### config.mk
export PLATFORM = sky130hd
export DESIGN_NAME = mux_scan_ctrl
export DESIGN_NICKNAME = d
export VERILOG_FILES = /design/src/rtl/mux_scan_ctrl.sv
export SDC_FILE = /design/constraint.sdc
export NUM_CORES = 1
export LEC_CHECK = 0
export BUFFER_PORTS_ARGS = -buffer_cell sky130_fd_sc_hd__buf_2
export CORE_AREA = 2 2 39 41
export DETAILED_ROUTE_END_ITERATION = 16
export DIE_AREA = 0 0 41 43
export PLACE_DENSITY = 0.73
export SLEW_MARGIN = 20
export SYNTH_ARGS = -nofsm -noshare
export SYNTH_HDL_FRONTEND = slang
export SYNTH_SLANG_ARGS = --single-unit
### constraint.sdc
create_clock -name clk -period 2.17 [get_ports clk]
set_clock_uncertainty 0.2 [all_clocks]
set_input_delay 0.217 -clock clk [delete_from_list [all_inputs] [get_ports clk]]
set_output_delay 0.217 -clock clk [all_outputs]
set_load 0.005 [all_outputs]
### src/rtl/mux_scan_ctrl.sv
//------------------------------------------------------------------------------
// Module      : mux_scan_ctrl
// Description : Upstream sequencer for a 4:1 mux. Steps the select lines
//               {s2,s1} through channels 0..3, samples the mux output on the
//               last edge of each channel slot, and hands the assembled
//               4-bit snapshot downstream over a valid/ready handshake.
//               One start pulse triggers one scan.
// Revision    : 1.0 - initial release
//------------------------------------------------------------------------------
// Parameters
//   SETTLE_CYC  extra cycles the select is held before y_in is sampled (>=0);
//               each channel slot lasts SETTLE_CYC+1 cycles
// Ports
//   clk    in   clock, rising edge
//   rst_n  in   asynchronous active-low reset
//   start  in   scan request, honoured only when idle
//   y_in   in   mux output being scanned
//   s1     out  select LSB (sel[0])
//   s2     out  select MSB (sel[1])
//   busy   out  high while a scan is in progress
//   data   out  snapshot; data[i] = y_in sampled while {s2,s1}==i
//   valid  out  data holds a completed scan
//   ready  in   downstream accepts data when valid&ready
// Configuration
//   MUX_SCAN_CONT_EN  defined: continuous mode, a completed handshake starts
//                     the next scan on the same edge (start needed only once
//                     after reset). Undefined: single-shot, every scan needs
//                     its own start pulse.
//------------------------------------------------------------------------------
`default_nettype none

module mux_scan_ctrl #(
  parameter int SETTLE_CYC = 1
) (
  input  logic       clk,
  input  logic       rst_n,
  input  logic       start,
  input  logic       y_in,
  output logic       s1,
  output logic       s2,
  output logic       busy,
  output logic [3:0] data,
  output logic       valid,
  input  logic       ready
);

  // Counter is at least one bit wide so SETTLE_CYC=0 still elaborates.
  localparam int               CNT_W    = (SETTLE_CYC > 0) ? $clog2(SETTLE_CYC + 1) : 1;
  localparam logic [CNT_W-1:0] c_settle = CNT_W'(SETTLE_CYC);

  localparam logic [1:0] c_st_idle = 2'd0;
  localparam logic [1:0] c_st_scan = 2'd1;
  localparam logic [1:0] c_st_done = 2'd2;

`ifdef MUX_SCAN_CONT_EN
  localparam logic c_cont_en = 1'b1;
`else
  localparam logic c_cont_en = 1'b0;
`endif

  logic [1:0]       r_state;
  logic [1:0]       w_state_nxt;

  logic [1:0]       r_sel;
  logic [CNT_W-1:0] r_cnt;
  logic [3:0]       r_shadow;
  logic [3:0]       r_data;
  logic             r_valid;
  logic             r_busy;

  logic [1:0]       w_sel_nxt;
  logic [CNT_W-1:0] w_cnt_nxt;
  logic [3:0]       w_shadow_nxt;
  logic [3:0]       w_data_nxt;
  logic             w_valid_nxt;
  logic             w_busy_nxt;

  // Last edge of the current channel slot.
  logic             w_slot_end;
  logic             w_last_chan;
  logic             w_handshake;

  assign w_slot_end  = (r_cnt == '0);
  assign w_last_chan = (r_sel == 2'd3);
  assign w_handshake = r_valid & ready;

  //--------------------------------------------------------------------------
  // State register
  //--------------------------------------------------------------------------
  always_ff @(posedge clk or negedge rst_n) begin
    if (!rst_n) begin
      r_state <= c_st_idle;
    end else begin
      r_state <= w_state_nxt;
    end
  end

  //--------------------------------------------------------------------------
  // Next-state logic
  //--------------------------------------------------------------------------
  always_comb begin
    w_state_nxt = r_state;
    case (r_state)
      c_st_idle: begin
        if (start) begin
          w_state_nxt = c_st_scan;
        end
      end
      c_st_scan: begin
        if (w_slot_end && w_last_chan) begin
          w_state_nxt = c_st_done;
        end
      end
      c_st_done: begin
        if (w_handshake) begin
          w_state_nxt = c_cont_en ? c_st_scan : c_st_idle;
        end
      end
      default: begin
        w_state_nxt = c_st_idle;
      end
    endcase
  end

  //--------------------------------------------------------------------------
  // Output / datapath next values. Every output is registered below, so the
  // select lines only move on channel boundaries and never glitch.
  //--------------------------------------------------------------------------
  always_comb begin
    w_sel_nxt    = r_sel;
    w_cnt_nxt    = r_cnt;
    w_shadow_nxt = r_shadow;
    w_data_nxt   = r_data;
    w_valid_nxt  = r_valid;
    w_busy_nxt   = r_busy;

    case (r_state)
      c_st_idle: begin
        if (start) begin
          w_sel_nxt  = 2'd0;
          w_cnt_nxt  = c_settle;
          w_busy_nxt = 1'b1;
        end
      end

      c_st_scan: begin
        if (!w_slot_end) begin
          w_cnt_nxt = r_cnt - 1'b1;
        end else begin
          w_shadow_nxt[r_sel] = y_in;
          if (!w_last_chan) begin
            w_sel_nxt = r_sel + 2'd1;
            w_cnt_nxt = c_settle;
          end else begin
            // Channel 3 is taken straight from y_in since the shadow bit is
            // only being written on this same edge.
            w_data_nxt  = {y_in, r_shadow[2:0]};
            w_valid_nxt = 1'b1;
            w_busy_nxt  = 1'b0;
            w_sel_nxt   = 2'd0;
          end
        end
      end

      c_st_done: begin
        if (w_handshake) begin
          w_valid_nxt = 1'b0;
          if (c_cont_en) begin
            w_sel_nxt  = 2'd0;
            w_cnt_nxt  = c_settle;
            w_busy_nxt = 1'b1;
          end
        end
      end

      default: begin
        w_sel_nxt   = 2'd0;
        w_cnt_nxt   = '0;
        w_valid_nxt = 1'b0;
        w_busy_nxt  = 1'b0;
      end
    endcase
  end

  //--------------------------------------------------------------------------
  // Datapath registers
  //--------------------------------------------------------------------------
  always_ff @(posedge clk or negedge rst_n) begin
    if (!rst_n) begin
      r_sel    <= 2'd0;
      r_cnt    <= '0;
      r_shadow <= 4'd0;
      r_data   <= 4'd0;
      r_valid  <= 1'b0;
      r_busy   <= 1'b0;
    end else begin
      r_sel    <= w_sel_nxt;
      r_cnt    <= w_cnt_nxt;
      r_shadow <= w_shadow_nxt;
      r_data   <= w_data_nxt;
      r_valid  <= w_valid_nxt;
      r_busy   <= w_busy_nxt;
    end
  end

  assign s1    = r_sel[0];
  assign s2    = r_sel[1];
  assign busy  = r_busy;
  assign data  = r_data;
  assign valid = r_valid;

endmodule

`default_nettype wire

==> results of run 1 <==
[stage by stage]
| step | area [um^2] | hold slack (ns) |
|---|---|---|
| 2_1_floorplan | 658 | -0.279 |
| 3_3_place_gp | 733 | -0.0728 |
| 3_5_place_dp | 733 | -0.0710 |
| 4_1_cts | 790 | 0.00839 |
| 5_1_grt | 790 | 0.0281 |
| 6_report | 790 | 0.0188 |
[power groups by stage]
stage               Clock, uW  Combinational, uW  Sequential, uW
floorplan                   0                287             472
global placement            0                391             496
detailed placement          0                396             504
global route              206                452             518
finish                    186                393             495
CTS                       190                401             497
[layer usage]
layer / track usage / share of wire / vias up
met5: 0 / 0 / -
met4: 0.0800 / 0.011 / 0
met3: 0.0314 / 0.027 / 2
met2: 0.231 / 0.46 / 8
met1: 0.205 / 0.50 / 221
li1: - / - / 232
[layout make-up]
| class | count | area, um^2 |
|---|---|---|
| Fill cell | 114 | 594 |
| Sequential cell | 14 | 350 |
| Timing Repair Buffer | 14 | 80.1 |
| Tap cell | 16 | 20.0 |
| Inverter | 5 | 18.8 |
| Multi-Input combinational cell | 37 | 284 |
| Clock buffer | 4 | 36.3 |
[worst register-to-register path, stage by stage, from the launching register on]
cell and delay [ns]:
dfrtp_1 0.46, ha_1 0.24, nand2b_1 0.11, nor2_2 0.21
mux2_2 0.37
[synthesized netlist by cell type]
library cell,instances
nand2b_1,2
dfrtp_1,14
mux2i_1,1
inv_1,5
nor2_2,1
mux2_1,3
nor3b_2,1
buf_2,1
mux2_2,4
a21oi_1,2
ha_1,4
nor2_1,2
nor3_1,1
a311oi_1,1
nand2_1,6
o2bb2ai_1,2
nand3_1,3
a31o_2,1
o311ai_0,1
o21ai_0,2
[path summary, 6_finish.rpt]
path | start | endpoint | cells past startpoint
max in group asynchronous | rst_n | r_shadow[1]$_DFFE_PN0P_ | 2
hold / removal | start | r_state[0]$_DFFE_PN0P_ | 3
setup / recovery | r_sel[0]$_DFFE_PN0P_ | data[3]$_DFFE_PN0P_ | 4
hold reg to reg | r_shadow[0]$_DFFE_PN0P_ | r_shadow[0]$_DFFE_PN0P_ | 1
min in group asynchronous | rst_n | r_shadow[0]$_DFFE_PN0P_ | 2
setup reg to reg | r_sel[0]$_DFFE_PN0P_ | data[3]$_DFFE_PN0P_ | 4
[layout by cell type, fill, tap and decap left out, drive strengths merged, types with 3 or more instances in the layout]
master,count
nand3,3
nand2,6
ha,4
buf,12
dfrtp,14
mux2,7
inv,5
clkbuf,4
nor2,3
[flip-flops by register name (all words and copies together), names as in the netlist]
signal	flops
valid	1
r_state	2
busy	1
r_sel	2
r_cnt	1
r_shadow	3
data	4
[logic make-up after synthesis]
family,share of synthesized area
mux,0.135
buf+inv,0.0361
flops,0.532
compound gates,0.0970
simple gates,0.124
fa+ha+maj,0.0760
==> results summary, run 1 <==
The half-perimeter wire length after placement is 832 um. The power consumption came out at 1070 uW. The die height is 43 um. The worst hold path belongs to the class in -> reg. Setup repair after global routing left no endpoint under its margin. The highest ir drop seen on vdd is 0.586 mV.

The count of cells in the finished layout, fillers not included, comes to 90. The maximum fanout along the worst path is 7. In the final design database the tool counted 84 nets. The power dissipated by switching net loads came out at 376 uW.

The portion of synthesized cell area occupied by the leading cell type is 0.532. The number of global-route vias before repair is 438. Dividing total power by cell area gives a power density of 1360 nW/um^2. The final-report setup violation count is 0.

For this design, the slowest cell found on the critical path is dfrtp_1. The starting utilization of the core area came out at 0.476. The number of endpoints with negative hold slack in the final report is 0.

The TritonCTS clock tree is yes. Clock tree synthesis inserted a total of 3 buffers. During synthesis, Yosys emitted a total of 0 warnings. Input and output buffers added on the ports amount to 12. The total placed cells including tap cells is 84. The via count came out at 463.

The source-to-sink clock delay at the later pin of the worst-skew pair came out at 0.27 ns. The worst setup path is of the reg -> reg kind. The CTS sink count came out at 14. The critical path buffer and inverter count is 0.

The share of the Yosys chip area taken by registers is 0.532. The mean instance size in the synthesized netlist is 11.5 um^2. The cell type with the largest total area after synthesis is dfrtp_1. The number of gates given a new drive strength after cts came out at 0. The summed negative setup slack over all endpoints came out at 0 ns.

The analysis attributes to cell leakage a power of 0.000378 uW. The critical path launch point type is a flop. The number of library cell types mapped by synthesis came out at 20. The max-slew headroom at the worst pin came out at 0.746.

The sequential share of power is 0.461. The actual transition at the worst max-transition pin is 0.377 ns. The pre-CTS worst setup slack came out at 0.465 ns. The total die area is 1760 um^2. The register-to-register path setup slack is 0.47 ns. The number of antenna violations at the first check in global routing came to 0. The flow ran to the end, and the final reports show no timing, DRC or antenna violations.

The post-detailed-route DRC marker count is 0. The endpoint kind of the worst setup timing path is a flop. The internal power contribution is 699 uW. The largest single stage delay on the critical path is 0.46 ns. The cell row count is 14. The largest net degree at the start of global routing came out at 15.

The number of max-slew violations in the final report came out at 0. 13 I/O pins were placed. The register bit count reported by yosys came out at 14. The data arrival time of the critical path came out at 1.66 ns. Summing every instance area after synthesis gives 658 um^2. Among cell families on the critical path, the largest total delay comes from flip-flops. The achievable clock frequency is 0.589 GHz. From synthesis to final layout, the design area changed by 20.0%. The fraction of final layout cells sized beyond drive strength 1 came out at 0.311.

The max-capacitance violation count is 0. In this run the remaining antenna-violating nets after routing total 0. Subtracting the final worst setup slack from the clock period gives 1.70 ns. The maximum clock insertion buffer count came out at 2. The number of iterations in the first detailed-routing pass came out at 3. The net count of the mapped netlist came out at 66.

The fraction of power consumed by the clock network is 0.173. The count of buffers added by post-CTS timing repair for setup is 0. The per-cell routed wire length is 12.1 um.

For this run, the share of the core covered by cells in the final layout is 0.571. In this run the number of H-tree levels came out at 1. The portion of the clock cycle consumed by the worst path in the final layout is 0.783. For the worst setup path, the data required time is 2.13 ns. The number of buffers inserted by hold repair at cts came out at 2. The tree is rooted in a clkbuf_4. At the end of routability-driven placement, the weighted congestion stood at 0.751. The number of DRC markers in iteration 0 came out at 8. The final layout contains routed wiring with a total length of 1090 um.

In the post-route analysis, the smallest setup slack over all paths is 0.471 ns. The gate count of the mapped netlist came out at 57. Walking the worst path, the cells encountered are ha_1 -> nand2b_1 -> nor2_2 -> mux2_2. The first-pass GRT wire length came out at 1860 um.

The repair_antennas step left the layout with diodes totalling 0. The die width is 41 um. The switching part of the total is 0.350. The total track usage is 0.156. The routed via count divided by cell count is 5.14. Ranked by total cell area, the synthesized netlist is headed by dfrtp_1 53%, ha_1 7.6%, mux2_2 6.8%.

The combinational share of power is 0.366. The core outline area is 1380 um^2. The overall overflow remaining after global route is 0. The clock slew at the register clock pins of the worst setup and hold paths is 0.09 ns.
No activity file was read; power rests on OpenSTA's default activity.
==> inputs of run 2 (changes only) <==
--- a/config.mk
+++ b/config.mk
@@ -6,10 +6,10 @@
 export NUM_CORES = 1
 export LEC_CHECK = 0
 export BUFFER_PORTS_ARGS = -buffer_cell sky130_fd_sc_hd__buf_2
-export CORE_AREA = 2 2 39 41
+export CORE_MARGIN = 1
+export CORE_UTILIZATION = 46
 export DETAILED_ROUTE_END_ITERATION = 16
-export DIE_AREA = 0 0 41 43
-export PLACE_DENSITY = 0.73
+export PLACE_DENSITY = 0.71
 export SLEW_MARGIN = 20
 export SYNTH_ARGS = -nofsm -noshare
 export SYNTH_HDL_FRONTEND = slang
==> constraint.sdc (replaced) <==
create_clock -name clk -period 1.5 [get_ports clk]
set_clock_uncertainty 0.2 [all_clocks]
set_input_delay 0.15 -clock clk [delete_from_list [all_inputs] [get_ports clk]]
set_output_delay 0.15 -clock clk [all_outputs]
set_load 0.005 [all_outputs]
==> results summary, run 2 (synthesis gave the netlist of run 1 again) <==
The first-pass GRT wire length is 1930 um. The largest net degree at the start of global routing came out at 15. The final layout contains 94 nets. For this block, the initial DRC count from the detailed router was 9. The highest ir drop seen on vdd is 1.03 mV. The internal power contribution came out at 1180 uW.

The number of endpoints with negative hold slack in the final report came out at 0. The power dissipated by switching net loads came out at 620 uW. The total area inside the core boundary comes to 1320 um^2. The maximum clock insertion buffer count came out at 2. The worst hold slack came out at 0.0846 ns.

The via count came out at 496. Of the total power, combinational logic draws 0.459. The power consumption came out at 1800 uW.

The die is 39.8 um tall. The per-cell routed wire length is 12.5 um. For this block, the routed nets add up to 1240 um of wire.

The die width came out at 39.8 um. The run finished with clean final reports. The number of max-slew violations in the final report is 0. The cell at the root of the clock tree is clkbuf_4. The critical path is of the reg -> reg type. Setup repair after global routing could not meet its margin everywhere.

Of the total power, the clock network draws 0.151. At the pin with the least slew margin, the transition time is 0.317 ns. The final-report setup violation count is 0.

The fraction of final layout cells sized beyond drive strength 1 is 0.440. The half-perimeter wire length after placement is 850 um. The pre-CTS worst setup slack is -0.0115 ns.

The cell row count is 13. In this run the static leakage power is 0.000438 uW. The total track usage came out at 0.197. The total CTS buffers is 3. In this run the power density over the cells is 1980 nW/um^2. The portion of the clock cycle consumed by the worst path in the final layout is 0.992.

The max-capacitance violation count is 0. The tree built by TritonCTS fans out to 14 sinks. The total die area came out at 1590 um^2. STA classifies the critical path endpoint as a flop.

The number of antenna-violating nets in the routed design came out at 0. The minimum clock period is 1.49 ns. The number of antenna violations at the first check in global routing came out at 0. In this run the count of I/O pins placed on the die edge is 13. The H-tree level count came out at 1. The post-detailed-route DRC marker count came out at 0. The number of global-route vias before repair is 427. The summed negative setup slack over all endpoints is 0 ns. The critical path launch point type is a flop. The max-slew headroom at the worst pin came out at 0.789.

The overall overflow remaining after global route is 0. The signed area change from the synthesized netlist to the final layout is 38.4%. For the worst setup path, the data arrival time is 1.46 ns. The sequential share of power is 0.390. The clock slew at the register clock pins of the worst setup and hold paths is 0.09 ns.

For this configuration, the core starts out at a cell density of 0.500. Leaving out filler cells and counting taps, the final layout contains 99. The achievable clock frequency came out at 0.672 GHz. 0 antenna diodes ended up in the layout. The flip-flop count of the largest register, all copies and words added came out at 4. The maximum fanout along the worst path came out at 5.

The number of iterations in the first detailed-routing pass came out at 3. The count of input and output buffers came out at 12. The worst setup slack after layout is 0.0123 ns.

The total placed cells including tap cells came out at 86. TritonCTS built the clock tree. The switching part of the total is 0.344. Routability-driven placement finished with a final weighted congestion of 0.723.

In the layout the commonest cells are 12 x dfrtp_1, 12 x buf_2, 8 x buf_4. In this run the worst hold path is classified as in -> async. The clock reaches the later pin of the worst-skew pair after 0.28 ns. The number of fill cells in the layout is 98.

In the routed layout, each cell is associated on average with a via count of 5.01. The required time of the worst setup path came out at 1.47 ns.
-- run 2: cell count changes in the layout (fill, tap and decap cells not counted), moves of 2 or more --
cell	before	now
dlygate4sd3_1	2	4
buf_4	0	8
mux2_4	0	2
dfrtp_1	14	12
nand2b_4	0	2
nand2b_1	2	0
dfrtp_2	0	2
-- run 2: through the flow --
| step | utilization | cell area [um^2] |
|---|---|---|
| global placement | 0.594 | 782 |
| finish | 0.691 | 911 |
| CTS | 0.663 | 873 |
| detailed placement | 0.594 | 782 |
| floorplan | - | 686 |
| global route | 0.691 | 911 |
-- run 2: layer usage --
| metal | GRT usage | wire (um) |
|---|---|---|
| met5 | 0 | 0 |
| met2 | 0.242 | 581 |
| met3 | 0.0852 | 30 |
| met1 | 0.279 | 630 |
| met4 | 0.103 | 0 |
-- run 2: power by group through the flow --
stage | logic (uW) | registers [uW] | clock network, uW
floorplan | 452 | 699 | 0
global placement | 680 | 714 | 0
detailed placement | 689 | 719 | 0
CTS | 736 | 700 | 280
global route | 920 | 730 | 299
finish | 827 | 703 | 273
-- run 2: repair_timing --
| item | 4_1_cts | 5_1_grt |
|---|---|---|
| buffers inserted | 2 | 3 |
| setup endpoints to repair | 4 | 4 |
| hold endpoints to repair | 22 | 0 |
| cloned | 0 | 0 |
| pin swaps | 1 | 0 |
| hold buffers | 4 | 0 |
| gates resized for setup | 0 | 3 |
-- run 2: worst max-delay path: stages (launching register included) --
cell	delay, ns
dfrtp_2	0.43
ha_4	0.17
nand2b_4	0.07
nor2_4	0.16
mux2_2	0.35
-- run 2: area by class of cell --
class | instances | area (um^2) | area share
clock buffers | 4 | 36.3 | 0.0398
inverters | 5 | 18.8 | 0.0206
multi-input cells | 37 | 324 | 0.356
flip-flops and latches | 14 | 353 | 0.387
well taps | 15 | 18.8 | 0.0206
repair buffers | 24 | 160 | 0.176
-- run 2: worst paths after layout --
path,start,endpoint,slack [ns],depth (start not counted)
max,r_sel[1]$_DFFE_PN0P_,data[0]$_DFFE_PN0P_,0.01,4
min,rst_n,r_shadow[0]$_DFFE_PN0P_,0.08,2
max reg2reg,r_sel[1]$_DFFE_PN0P_,data[0]$_DFFE_PN0P_,0.01,4
min reg2reg,data[0]$_DFFE_PN0P_,data[0]$_DFFE_PN0P_,0.31,1
max in group asynchronous,rst_n,r_sel[0]$_DFFE_PN0P_,0.76,2
min in group clk,data[0]$_DFFE_PN0P_,data[0]$_DFFE_PN0P_,0.31,1
==> inputs of run 3 (changes only) <==
==> config.mk (replaced) <==
export PLATFORM = sky130hd
export DESIGN_NAME = mux_scan_ctrl
export DESIGN_NICKNAME = d
export VERILOG_FILES = /design/src/rtl/mux_scan_ctrl.sv
export SDC_FILE = /design/constraint.sdc
export NUM_CORES = 1
export LEC_CHECK = 0
export CORE_AREA = 2 2 39 41
export DETAILED_ROUTE_END_ITERATION = 16
export DIE_AREA = 0 0 41 43
export DONT_BUFFER_PORTS = 1
export PLACE_DENSITY = 0.67
export SLEW_MARGIN = 20
export SYNTH_ARGS = -nofsm -noshare
export SYNTH_HDL_FRONTEND = slang
export SYNTH_SLANG_ARGS = --single-unit
==> results summary, run 3 (synthesis gave the netlist of run 1 again) <==
The flow ran to the end, and the final reports show no timing, DRC or antenna violations. In the layout the commonest cells are 11 x dfrtp_1, 8 x buf_4, 6 x nand2_1. The required time of the worst setup path came out at 1.46 ns. The met1 usage came out at 0.254.

In this run the clock root is driven by a clkbuf_4. Max-cap violations in this run came to 0. The routed wire length is 1200 um. The maximum fanout along the worst path came out at 5. Clock tree synthesis found a total of 14 sinks. For this design the top-level I/O count stands at 13.

The die covers 1760 um^2. The maximum clock insertion buffer count came out at 2. The layer with the highest usage is met1. The worst setup path is launched from a flop. The routed via count divided by cell count came out at 5.36.

For this configuration, the core starts out at a cell density of 0.476. The post-detailed-route DRC marker count came out at 0. Hold timing on the final database bottoms out at a slack of 0.128 ns.

The critical path's slowest cell is dfrtp_2. Relative to the synthesized area, the layout overhead comes to 27.4%. The number of DRC markers in iteration 0 is 18. The fraction of final layout cells sized beyond drive strength 1 is 0.333.

The overall overflow remaining after global route is 0. The source-to-sink clock delay at the later pin of the worst-skew pair came out at 0.27 ns. The achievable clock frequency came out at 0.690 GHz. The final antenna diode count is 0. The TritonCTS clock tree is yes. Counting cells, the worst reg-to-reg path comes to 3. The via count came out at 472.

The met3 track demand over resource came out at 0.0366. The most common library cell in the layout ignoring fill and taps is dfrtp_1. The cell row count is 14. The largest net degree at the start of global routing is 15. The clock slew at the register clock pins of the worst setup and hold paths came out at 0.08 ns. The half-perimeter wire length after placement is 924 um.

The global placement routability congestion came out at 0.707. The worst setup path is of the reg -> reg kind. The total CTS buffers is 3.

The actual transition at the worst max-transition pin came out at 0.624 ns. The maximum single-stage delay on the critical path is 0.42 ns. For met2 alone, demand over resource in global routing was 0.247. The highest ir drop seen on vdd came out at 1.03 mV. The number of iterations in the first detailed-routing pass is 4. The minimum clock period is 1.45 ns. The summed negative setup slack over all endpoints is 0 ns.

The die height came out at 43 um. The number of max-slew violations in the final report is 0. The count of input and output buffers is 0. The total track usage came out at 0.186. The first global-routing pass estimated 2100 um of wire.

The portion of the clock cycle consumed by the worst path in the final layout came out at 0.967. The die width came out at 41 um. Setup repair after global routing left no endpoint under its margin. The worst register-to-register path begins at r_state[1]$_DFFE_PN0P_. The core region is 1380 um^2. The signal on the critical path passes through nand2b_1 -> nor2_4 -> mux2_2. At the end of the flow, the number of nets in the layout was 82. In this run the worst hold path is classified as in -> async. The data arrival time of the critical path is 1.41 ns.

The per-cell routed wire length is 13.6 um. The leakage power figure is 0.000379 uW. CTS built an H-tree with a depth of 1. The register-to-register path setup slack is 0.05 ns.

The max-slew headroom at the worst pin came out at 0.583. The endpoint identified for the worst register-to-register timing path is data[3]$_DFFE_PN0P_. STA classifies the critical path endpoint as a flop. The power per unit of standard cell area is 1960 nW/um^2. The filler cells instantiated in the layout total 116. The number of antenna-violating nets in the routed design came out at 0. The number of antenna violations at the first check in global routing is 0. The flip-flop count of the largest register, all copies and words added is 4.

The number of endpoints with negative hold slack in the final report is 0. The final-report setup violation count is 0. The number of global-route vias before repair came out at 459.
## run 3: layout make-up
type,instances,area (um^2),area share
multi-input cells,37,309,0.369
clock buffers,4,36.3,0.0433
repair buffers,12,100,0.119
inverters,5,18.8,0.0224
well taps,16,20.0,0.0239
flip-flops and latches,14,354,0.422
## run 3: what timing repair did
item / 4_1_cts / 5_1_grt
setup buffers: 0 / 2
setup endpoints to repair: 0 / 8
endpoints found under the hold margin: 25 / 0
hold buffers: 4 / 0
gates resized for setup: 0 / 1
## run 3: worst max-delay path by stage
stage / start / end / cells after the start
floorplan: r_sel[0]$_DFFE_PN0P_ / data[3]$_DFFE_PN0P_ / 4
global placement: r_state[1]$_DFFE_PN0P_ / data[3]$_DFFE_PN0P_ / 3
detailed placement: r_state[1]$_DFFE_PN0P_ / data[0]$_DFFE_PN0P_ / 3
CTS: r_state[1]$_DFFE_PN0P_ / data[0]$_DFFE_PN0P_ / 3
global route: r_state[1]$_DFFE_PN0P_ / data[3]$_DFFE_PN0P_ / 3
finish: r_state[1]$_DFFE_PN0P_ / data[3]$_DFFE_PN0P_ / 3
## run 3: layer usage
metal,share of wire,up-vias
met4,0.013,0
met1,0.48,229
met2,0.47,9
met3,0.038,2
met5,0,-
li1,-,232
## run 3: power breakdown
| group | internal [uW] | switching, uW |
|---|---|---|
| sequential | 565 | 153 |
| clock | 147 | 115 |
| combinational | 358 | 301 |
| total | 1070 | 569 |
## run 3: stage by stage
step                      std cells  power (uW)  setup slack, ns  utilization  area, um^2
after global placement           78        1340           0.0397        0.539         746
after detailed placement         78        1360           0.0212        0.539         746
after floorplan                  57        1150           0.0536            -         686
final                            88        1640           0.0501        0.606         838
after CTS                        86        1650         0.000182        0.594         822
after global routing             88        1790         0.000397        0.606         838
## run 3: worst max-delay path: cells and delay by family (launching register included)
family	cells	cell delay, ns
simple gates	2	0.37
flops	1	0.42
mux	1	0.35
